## config.mk

```make
export PLATFORM = sky130hd
export DESIGN_NAME = mc_datapath
export DESIGN_NICKNAME = d
export VERILOG_FILES = /design/src/rtl/mc_datapath.sv
export SDC_FILE = /design/constraint.sdc
export NUM_CORES = 2
export LEC_CHECK = 0
export CORE_MARGIN = 8
export CORE_UTILIZATION = 45
export CTS_CLUSTER_SIZE = 30
export DETAILED_ROUTE_END_ITERATION = 7
export PLACE_DENSITY = 0.62
export SLEW_MARGIN = 20
export SYNTH_ARGS = -nofsm -noshare
export SYNTH_HDL_FRONTEND = slang
export SYNTH_SLANG_ARGS = --single-unit
```

## constraint.sdc

```tcl
create_clock -name clk -period 15.4 [get_ports clk]
set_clock_uncertainty 0.15 [all_clocks]
set_input_delay 4.62 -clock clk [delete_from_list [all_inputs] [get_ports clk]]
set_output_delay 4.62 -clock clk [all_outputs]
set_load 0.01 [all_outputs]
```

## src/rtl/mc_datapath.sv

```systemverilog
// Multi-cycle RV32 datapath: FETCH/DECODE/EXEC/MEM/WB with req/ready memory handshakes.
// Optional MC_PERF_CNT_EN adds 64-bit cycle_cnt/instret_cnt outputs.
// alu_controls: 0 ADD 1 SUB 2 SLL 3 SLT 4 SLTU 5 XOR 6 SRL 7 SRA 8 OR 9 AND,
//               10 BEQ 11 BNE 12 BLT 13 BGE 14 BLTU 15 BGEU (compare A with the ALU B operand).
module mc_datapath #(
    parameter logic [31:0] RESET_PC = 32'h0000_0000,
    parameter int unsigned NREGS    = 32
) (
    input  logic        clk,
    input  logic        reset,
    input  logic [3:0]  alu_controls,
    input  logic        reg_wr_en,
    input  logic        aluSrcMuxSel,
    input  logic        branch,
    input  logic        jal,
    input  logic        jalr,
    input  logic        mem_rd,
    input  logic        mem_wr,
    input  logic [2:0]  RegWdataSel,
    output logic [31:0] instr_code,
    output logic        imem_req,
    input  logic        imem_ready,
    output logic [31:0] instr_rAddr,
    input  logic [31:0] imem_rdata,
    output logic        dmem_req,
    input  logic        dmem_ready,
    output logic        dmem_we,
    output logic [31:0] dAddr,
    output logic [31:0] dWdata,
    input  logic [31:0] dRdata,
`ifdef MC_PERF_CNT_EN
    output logic [63:0] cycle_cnt,
    output logic [63:0] instret_cnt,
`endif
    output logic        illegal_reg
);
    localparam int unsigned IdxW = $clog2(NREGS);

    typedef enum logic [2:0] {StFetch, StDecode, StExec, StMem, StWb} state_e;

    state_e      state_q, state_d;
    logic [31:0] pc_q, pc_d, ir_q, ir_d, a_q, a_d, b_q, b_d, imm_q, imm_d;
    logic [31:0] alu_out_q, alu_out_d, mdr_q, mdr_d;
    logic        b_taken_q, b_taken_d, illegal_q, illegal_d;
    logic [31:0] regs_q [NREGS];

    logic [6:0]  opcode;
    logic [4:0]  rs1, rs2, rd;
    logic        rs1_bad, rs2_bad, rd_bad, uses_rs1, uses_rs2, rf_we;
    logic [31:0] rs1_val, rs2_val, imm_dec, alu_b, alu_res, wb_data, pc_plus4, target;
    logic        cmp;

    assign opcode   = ir_q[6:0];
    assign rs1      = ir_q[19:15];
    assign rs2      = ir_q[24:20];
    assign rd       = ir_q[11:7];
    assign rs1_bad  = 32'(rs1) >= NREGS;
    assign rs2_bad  = 32'(rs2) >= NREGS;
    assign rd_bad   = 32'(rd) >= NREGS;
    assign uses_rs1 = !(opcode inside {7'b0110111, 7'b0010111, 7'b1101111});
    assign uses_rs2 = opcode inside {7'b0110011, 7'b0100011, 7'b1100011};
    assign pc_plus4 = pc_q + 32'd4;
    assign target   = pc_q + imm_q;
    assign alu_b    = aluSrcMuxSel ? imm_q : b_q;
    assign rf_we    = (state_q == StWb) && reg_wr_en && (rd != 5'd0) && !rd_bad;

    always_comb begin
        rs1_val = '0;
        rs2_val = '0;
        if (rs1 != 5'd0 && !rs1_bad) rs1_val = regs_q[rs1[IdxW-1:0]];
        if (rs2 != 5'd0 && !rs2_bad) rs2_val = regs_q[rs2[IdxW-1:0]];
    end

    always_comb begin
        case (opcode)
            7'b0100011: imm_dec = {{20{ir_q[31]}}, ir_q[31:25], ir_q[11:7]};
            7'b1100011: imm_dec = {{19{ir_q[31]}}, ir_q[31], ir_q[7], ir_q[30:25], ir_q[11:8], 1'b0};
            7'b0110111, 7'b0010111: imm_dec = {ir_q[31:12], 12'b0};
            7'b1101111: imm_dec = {{11{ir_q[31]}}, ir_q[31], ir_q[19:12], ir_q[20], ir_q[30:21], 1'b0};
            default:    imm_dec = {{20{ir_q[31]}}, ir_q[31:20]};
        endcase
    end

    always_comb begin
        case (alu_controls)
            4'd0:    alu_res = a_q + alu_b;
            4'd1:    alu_res = a_q - alu_b;
            4'd2:    alu_res = a_q << alu_b[4:0];
            4'd3:    alu_res = {31'b0, $signed(a_q) < $signed(alu_b)};
            4'd4:    alu_res = {31'b0, a_q < alu_b};
            4'd5:    alu_res = a_q ^ alu_b;
            4'd6:    alu_res = a_q >> alu_b[4:0];
            4'd7:    alu_res = $signed(a_q) >>> alu_b[4:0];
            4'd8:    alu_res = a_q | alu_b;
            4'd9:    alu_res = a_q & alu_b;
            default: alu_res = a_q - alu_b;
        endcase
        case (alu_controls)
            4'd10:   cmp = a_q == alu_b;
            4'd11:   cmp = a_q != alu_b;
            4'd12:   cmp = $signed(a_q) < $signed(alu_b);
            4'd13:   cmp = $signed(a_q) >= $signed(alu_b);
            4'd14:   cmp = a_q < alu_b;
            4'd15:   cmp = a_q >= alu_b;
            default: cmp = 1'b0;
        endcase
    end

    always_comb begin
        case (RegWdataSel)
            3'd1:    wb_data = mdr_q;
            3'd2:    wb_data = imm_q;
            3'd3:    wb_data = target;
            3'd4:    wb_data = pc_plus4;
            default: wb_data = alu_out_q;
        endcase
    end

    always_comb begin
        state_d   = state_q;
        pc_d      = pc_q;
        ir_d      = ir_q;
        a_d       = a_q;
        b_d       = b_q;
        imm_d     = imm_q;
        alu_out_d = alu_out_q;
        b_taken_d = b_taken_q;
        mdr_d     = mdr_q;
        illegal_d = illegal_q;
        case (state_q)
            StFetch: begin
                if (imem_ready) begin
                    ir_d    = imem_rdata;
                    state_d = StDecode;
                end
            end
            StDecode: begin
                a_d       = rs1_val;
                b_d       = rs2_val;
                imm_d     = imm_dec;
                illegal_d = illegal_q | (uses_rs1 & rs1_bad) | (uses_rs2 & rs2_bad);
                state_d   = StExec;
            end
            StExec: begin
                alu_out_d = alu_res;
                b_taken_d = cmp;
                state_d   = (mem_rd || mem_wr) ? StMem : StWb;
            end
            StMem: begin
                if (dmem_ready) begin
                    if (!mem_wr) mdr_d = dRdata;
                    state_d = StWb;
                end
            end
            StWb: begin
                if (jalr)                      pc_d = (a_q + imm_q) & ~32'h1;
                else if (jal || (branch && b_taken_q)) pc_d = target;
                else                           pc_d = pc_plus4;
                illegal_d = illegal_q | (reg_wr_en & rd_bad);
                state_d   = StFetch;
            end
            default: state_d = StFetch;
        endcase
    end

    always_ff @(posedge clk) begin
        if (reset) begin
            state_q   <= StFetch;
            pc_q      <= RESET_PC;
            ir_q      <= '0;
            a_q       <= '0;
            b_q       <= '0;
            imm_q     <= '0;
            alu_out_q <= '0;
            b_taken_q <= 1'b0;
            mdr_q     <= '0;
            illegal_q <= 1'b0;
        end else begin
            state_q   <= state_d;
            pc_q      <= pc_d;
            ir_q      <= ir_d;
            a_q       <= a_d;
            b_q       <= b_d;
            imm_q     <= imm_d;
            alu_out_q <= alu_out_d;
            b_taken_q <= b_taken_d;
            mdr_q     <= mdr_d;
            illegal_q <= illegal_d;
        end
    end

    // GPRs are deliberately left unreset; x0 is never written and always reads as zero.
    always_ff @(posedge clk) begin
        if (!reset && rf_we) regs_q[rd[IdxW-1:0]] <= wb_data;
    end

`ifdef MC_PERF_CNT_EN
    logic [63:0] cycle_cnt_q, instret_cnt_q;
    always_ff @(posedge clk) begin
        if (reset) begin
            cycle_cnt_q   <= '0;
            instret_cnt_q <= '0;
        end else begin
            cycle_cnt_q   <= cycle_cnt_q + 64'd1;
            instret_cnt_q <= instret_cnt_q + {63'b0, state_q == StWb};
        end
    end
    assign cycle_cnt   = cycle_cnt_q;
    assign instret_cnt = instret_cnt_q;
`endif

    assign imem_req    = (state_q == StFetch) && !reset;
    assign dmem_req    = (state_q == StMem) && !reset;
    assign dmem_we     = dmem_req && mem_wr;
    assign instr_code  = ir_q;
    assign instr_rAddr = pc_q;
    assign dAddr       = alu_out_q;
    assign dWdata      = b_q;
    assign illegal_reg = illegal_q;
endmodule

```

# ---- Word-level counts from Yosys, hierarchy flattened
# Memory sizes are Yosys's and may differ from the RTL's. A register that Yosys moved wholly into a read port is not among the register bits.
# Index checks and enable logic that the tools add are counted.
dict set report totals {
  reg_bits 228
  ramBits 1024
  inputBits 82
  output_inout_bits 132
  wordCells 95
  n_memories 1
}
dict set report op_classes {
  add_sub_neg 5
  magnitude_cmp 4
  eq_ne 31
  shifts 3
  muxes 19
  n_bitwise 4
  reduce_logical 19
}
# memory depth word_bits read_ports rd_clocked_by_memory_dff write_ports line
set memory_table {}
lappend memory_table {regs_q 32 32 2 2 1 45} ;# logic [31:0] regs_q [NREGS];
# op count
set op_table {}
lappend op_table {{32-bit one-hot mux with 9 select lines} 1}
lappend op_table {{32-bit two-way mux} 5}
lappend op_table {{32-bit one-hot mux with 4 select lines} 1}
lappend op_table {{31-bit one-hot mux with 4 select lines} 1}
lappend op_table {{32-bit adder} 3}
lappend op_table {{32-bit greater-or-equal comparator} 2}
lappend op_table {{32-bit < comparator} 2}
lappend op_table {{32-bit by 3-bit adder with 32-bit output (second input constant)} 1}
lappend op_table {{32-bit bitwise AND} 1}
lappend op_table {{32-bit == test} 1}
lappend op_table {{4-bit == test (second input constant)} 8}
lappend op_table {{32-bit inequality test} 1}
lappend op_table {{32-bit bitwise OR} 1}
lappend op_table {{32-bit by 5-bit << shifter with 32-bit output} 1}
lappend op_table {{32-bit by 5-bit right shift with 32-bit output} 1}
lappend op_table {{32-bit by 5-bit >>> shifter with 32-bit output} 1}
lappend op_table {{32-bit subtractor} 1}
lappend op_table {{32-bit XOR} 1}
lappend op_table {{5-bit two-way mux} 4}
lappend op_table {{4-bit by 3-bit == test with 1-bit output (second input constant)} 4}
lappend op_table {{5-bit nonzero test} 3}
lappend op_table {{7-bit by 6-bit == test with 1-bit output (second input constant)} 2}
lappend op_table {{7-bit == test (second input constant)} 2}
lappend op_table {{3-bit by 2-bit == test with 1-bit output (second input constant)} 4}
lappend op_table {{other kinds (18)} 33}

# ---- Logic depth before layout (Yosys ltp)
dict set report depth {
  word_depth 6
  depth_mapped 18
  ltp_nobuf 14
}

# ---- Least setup slack after synthesis
# OpenSTA, ideal clock, no wires.
dict set report synth_path {
  path_type {input-to-output}
  startpoint {input reset}
  endpoint {output imem_req}
  t_arrival_ns 5.553
  required_time_ns 10.630
  path_slack_ns 5.077
  path_stages 4
  n_path_buf 3
  cell_sequence {clkbuf_1 clkbuf_1 clkbuf_1 nor4_1}
}
dict set report synth_via {
  elab_chain_cells 2
}
# item line
set synth_lines {}
lappend synth_lines {{from (decl)} 10} ;# input logic reset,
lappend synth_lines {{1-bit logical NOT} 212} ;# assign imem_req = (state_q == StFetch) && !reset;
lappend synth_lines {{1-bit logical AND} 212}
lappend synth_lines {{to (decl)} 21} ;# output logic imem_req,
# Every way passes these cells.

# ---- Worst setup path after layout
dict set report layout_path {
  startpoint {input mem_wr}
  endpoint {output dmem_we}
}
dict set report layout_via {
  elab_chain_cells 1
}
# item line
set layout_lines {}
lappend layout_lines {{from (decl)} 18} ;# input logic mem_wr,
lappend layout_lines {{1-bit logical AND} 214} ;# assign dmem_we = dmem_req && mem_wr;
lappend layout_lines {{to (decl)} 27} ;# output logic dmem_we,
# Every way passes these cells.

==> results.py <==
metrics = {
    "logic_synthesis": {
        "synth_cell_types": 80,
        "syn_inst": 5120,
        "synth_warnings": 0,
        "synth.avg_cell_area_um2": 13.5,
        "synth_area_um2": 69000,
        "synth-async-reset-ratio_pct": 0,
        "synth-edff-count": 1024,
        "synthFlopType": "edfxtp_1",
        "seq_area_frac_synth_pct": 51.5,
        "ys_ff_latch": 1262,
    },
    "clock_tree": {
        "path_clk_slew_ns": 0.06,
        "htree_levels": 4,
        "post_cts_buffers": 0,
        "cts_resized": 0,
        "cts_buffers": 139,
        "numClockSinks": 1262,
        "cts_tree": "done",
        "cts.hold.buffers_added": 0,
        "root_buffer": "clkbuf_16",
        "cts_buffer_depth": 3,
        "insertion_delay_ns": 0.80,
    },
    "pwr": {
        "vdd_drop_max_uv": 114,
        "p_leak_nw": 25.8,
        "power.density_nw_per_um2": 111,
    },
    "finish": {
        "fin_nets": 5521,
        "final_cell_mix": "edfxtp_1, mux4_2, a21oi_1",
        "synthToLayoutAreaGrowth_pct": 13.6,
        "nFillCells": 12822,
        "layout_commonest_cell": "edfxtp_1",
        "drive_gt1_share_pct": 20.9,
        "layoutNonFillerInstCount": 7415,
    },
    "route": {
        "viasPerCell": 6.67,
        "first_pass_iters": 8,
        "drt_iter0_drc": 6292,
        "postRouteAntennaNets": 0,
        "wirelength_um": 249000,
        "drc": 4,
        "wl_per_cell_um": 33.6,
        "dr_total_vias": 49494,
    },
    "floorplanning": {
        "start_util_pct": 45.4,
        "die-area_um2": 166000,
        "die_y_um": 408,
        "num_rows": 143,
        "die_w_um": 408,
        "io_pins": 214,
        "core_um2": 152000,
    },
    "critical_path": {
        "worst-path-buf-inv": 2,
        "critPathMaxFanout": 5,
        "critPathMaxStageDelay_ns": 0.55,
        "worstPathCellList": "clkdlybuf4s50_1 > and2_1 > clkdlybuf4s50_1",
        "path_class": "in -> out",
        "cp-end-kind": "output pin",
        "cpMostUsedCell": "clkdlybuf4s50_1",
        "required_ns": 10.63,
        "critPathArrivalTime_ns": 5.86,
        "critPathTopFamily": "buffers and inverters",
        "cp-start-kind": "input port",
        "slowest_stage": "clkdlybuf4s50_1",
    },
    "sta": {
        "setup-violations-final": 0,
        "finalHoldViolCount": 0,
        "worst_pin_slew_ns": 1.14,
        "fmax_mhz": 94.1,
        "tns_ns": 0,
        "slew_headroom_pct": 23.8,
        "finalCritPeriodShare_pct": 69.0,
        "timing.final.crit_period_ns": 10.63,
        "grt_setup_unrepaired": "no",
        "fin_ws_ns": 4.77,
        "final_max_slew_viol_count": 0,
    },
    "placed_design": {
        "place.gp.congestion": 0.969,
        "hpwl_um": 163000,
        "port_buffers": 212,
        "pre_cts_slack_ns": 4.79,
        "dp_cells": 7165,
    },
    "run_status": {
        "failed_checks": "DRC",
        "status": "finished, violations left",
    },
    "grt": {
        "grt_max_degree": 96,
        "grt_pass1_vias": 48390,
        "grt_util_all_layers_pct": 29.1,
        "grt_pass1_wl_um": 354000,
        "grt.overflow.total": 0,
        "antenna_found_initial": 4,
    },
    "job": {
        "maxCapViolCount": 0,
    },
    "min_path": {
        "hold_path.class": "reg -> reg",
    },
}
==> kinds of logic after synthesis <==
family                     Yosys count  share of synthesized area [%]
AOI/OAI and AO/OA                 1145                           10.3
xor gates and xnor gates            97                           1.23
adders and majority gates          163                           3.00
buffers and inverters              511                           2.85
DFF                               1262                           51.5
muxes                              854                           24.1
other                                1                        0.00544
and+or+nand+nor                   1087                           7.01
==> metrics by stage <==
step,hold WS (ns),area (µm²),total power [mW],util (%)
after floorplan,0.286,69100,4.87,-
after global placement,0.297,73900,5.44,48.6
after detailed placement,0.298,73900,5.45,48.6
after CTS,0.306,78400,8.73,51.5
after global routing,0.323,78400,8.97,51.5
final,0.305,78400,8.71,51.5
==> synth_stat cells, types with 15 or more instances <==
library cell / instances / area (µm²)
o21ai_0: 213 / 1070
a21oi_1: 436 / 2180
mux4_2: 642 / 14500
o22ai_1: 43 / 269
buf_2: 15 / 75.1
ha_1: 159 / 1990
a221oi_1: 41 / 359
a22oi_1: 17 / 128
clkbuf_1: 292 / 1100
nor2b_1: 40 / 250
inv_1: 121 / 454
a31oi_1: 35 / 219
nand2b_1: 53 / 332
nor2_1: 375 / 1410
a211oi_1: 43 / 323
nand2_1: 362 / 1360
buf_1: 75 / 282
nand3_1: 60 / 300
and2_1: 16 / 100
xnor2_1: 55 / 482
and3_1: 19 / 119
dfxtp_1: 238 / 4760
a2111oi_0: 15 / 131
o21bai_1: 26 / 195
a221o_1: 15 / 150
xor2_1: 42 / 368
nor4_1: 21 / 131
nand4_1: 15 / 93.8
nor3_1: 76 / 380
mux2i_1: 200 / 2000
o21a_1: 22 / 165
o211ai_1: 65 / 488
a21o_1: 39 / 293
edfxtp_1: 1024 / 30700
==> worst register-to-register path, delay by kind of cell (launching register included) <==
family                   cells  cell delay (ns)
adder cells (fa/ha/maj)      1             0.39
AO/OA/AOI/OAI                8             1.87
buffers and inverters        3             1.04
AND/OR/NAND/NOR              1             0.71
flip-flops                   1             0.68
multiplexers                 2             0.33
==> final timing paths <==
path         depth (start not counted)  startpoint   endpoint  slack [ns]
min reg2reg                          2   mdr_q[31]  mdr_q[31]        0.30
min                                  2   mdr_q[31]  mdr_q[31]        0.30
max                                  3      mem_wr    dmem_we        4.77
max reg2reg                         15    imm_q[2]  dAddr[31]       10.12
==> layout make-up <==
type	instances	area (µm²)	area share, %
clock buffer	175	3740	4.77
timing repair buffer	370	3330	4.25
antenna	1	2.50	0.00319
multi-input combinational	3379	32000	40.9
inverter	124	465	0.594
tap	2030	2540	3.24
sequential	1262	35500	45.3
clock inverter	74	726	0.926
==> registers in the layout (all words and copies together), names as in the netlist, named ones only <==
register,cells
imm_q,32
dWdata,32
state_q,3
dAddr,32
regs_q,1024
instr_rAddr,32
instr_code,32
mdr_q,32
a_q,32
b_taken_q,1
==> where the power goes <==
| part | switching (mW) | internal [mW] | leakage, nW |
|---|---|---|---|
| logic | 0.901 | 0.585 | 12.3 |
| clock network | 1.43 | 1.89 | 2.20 |
| registers | 0.123 | 3.79 | 11.3 |
| total | 2.45 | 6.26 | 25.8 |
==> per-layer routing <==
layer	share of wire (%)	wire (µm)	global-route usage, %	vias up
met3	8.4	21100	5.34	648
li1	-	-	-	20657
met1	37	92200	36.8	25456
met2	48	119000	47.5	2733
met4	6.8	17000	16.1	0
met5	0	0	0	-
Power figures use the tool's default switching activity.
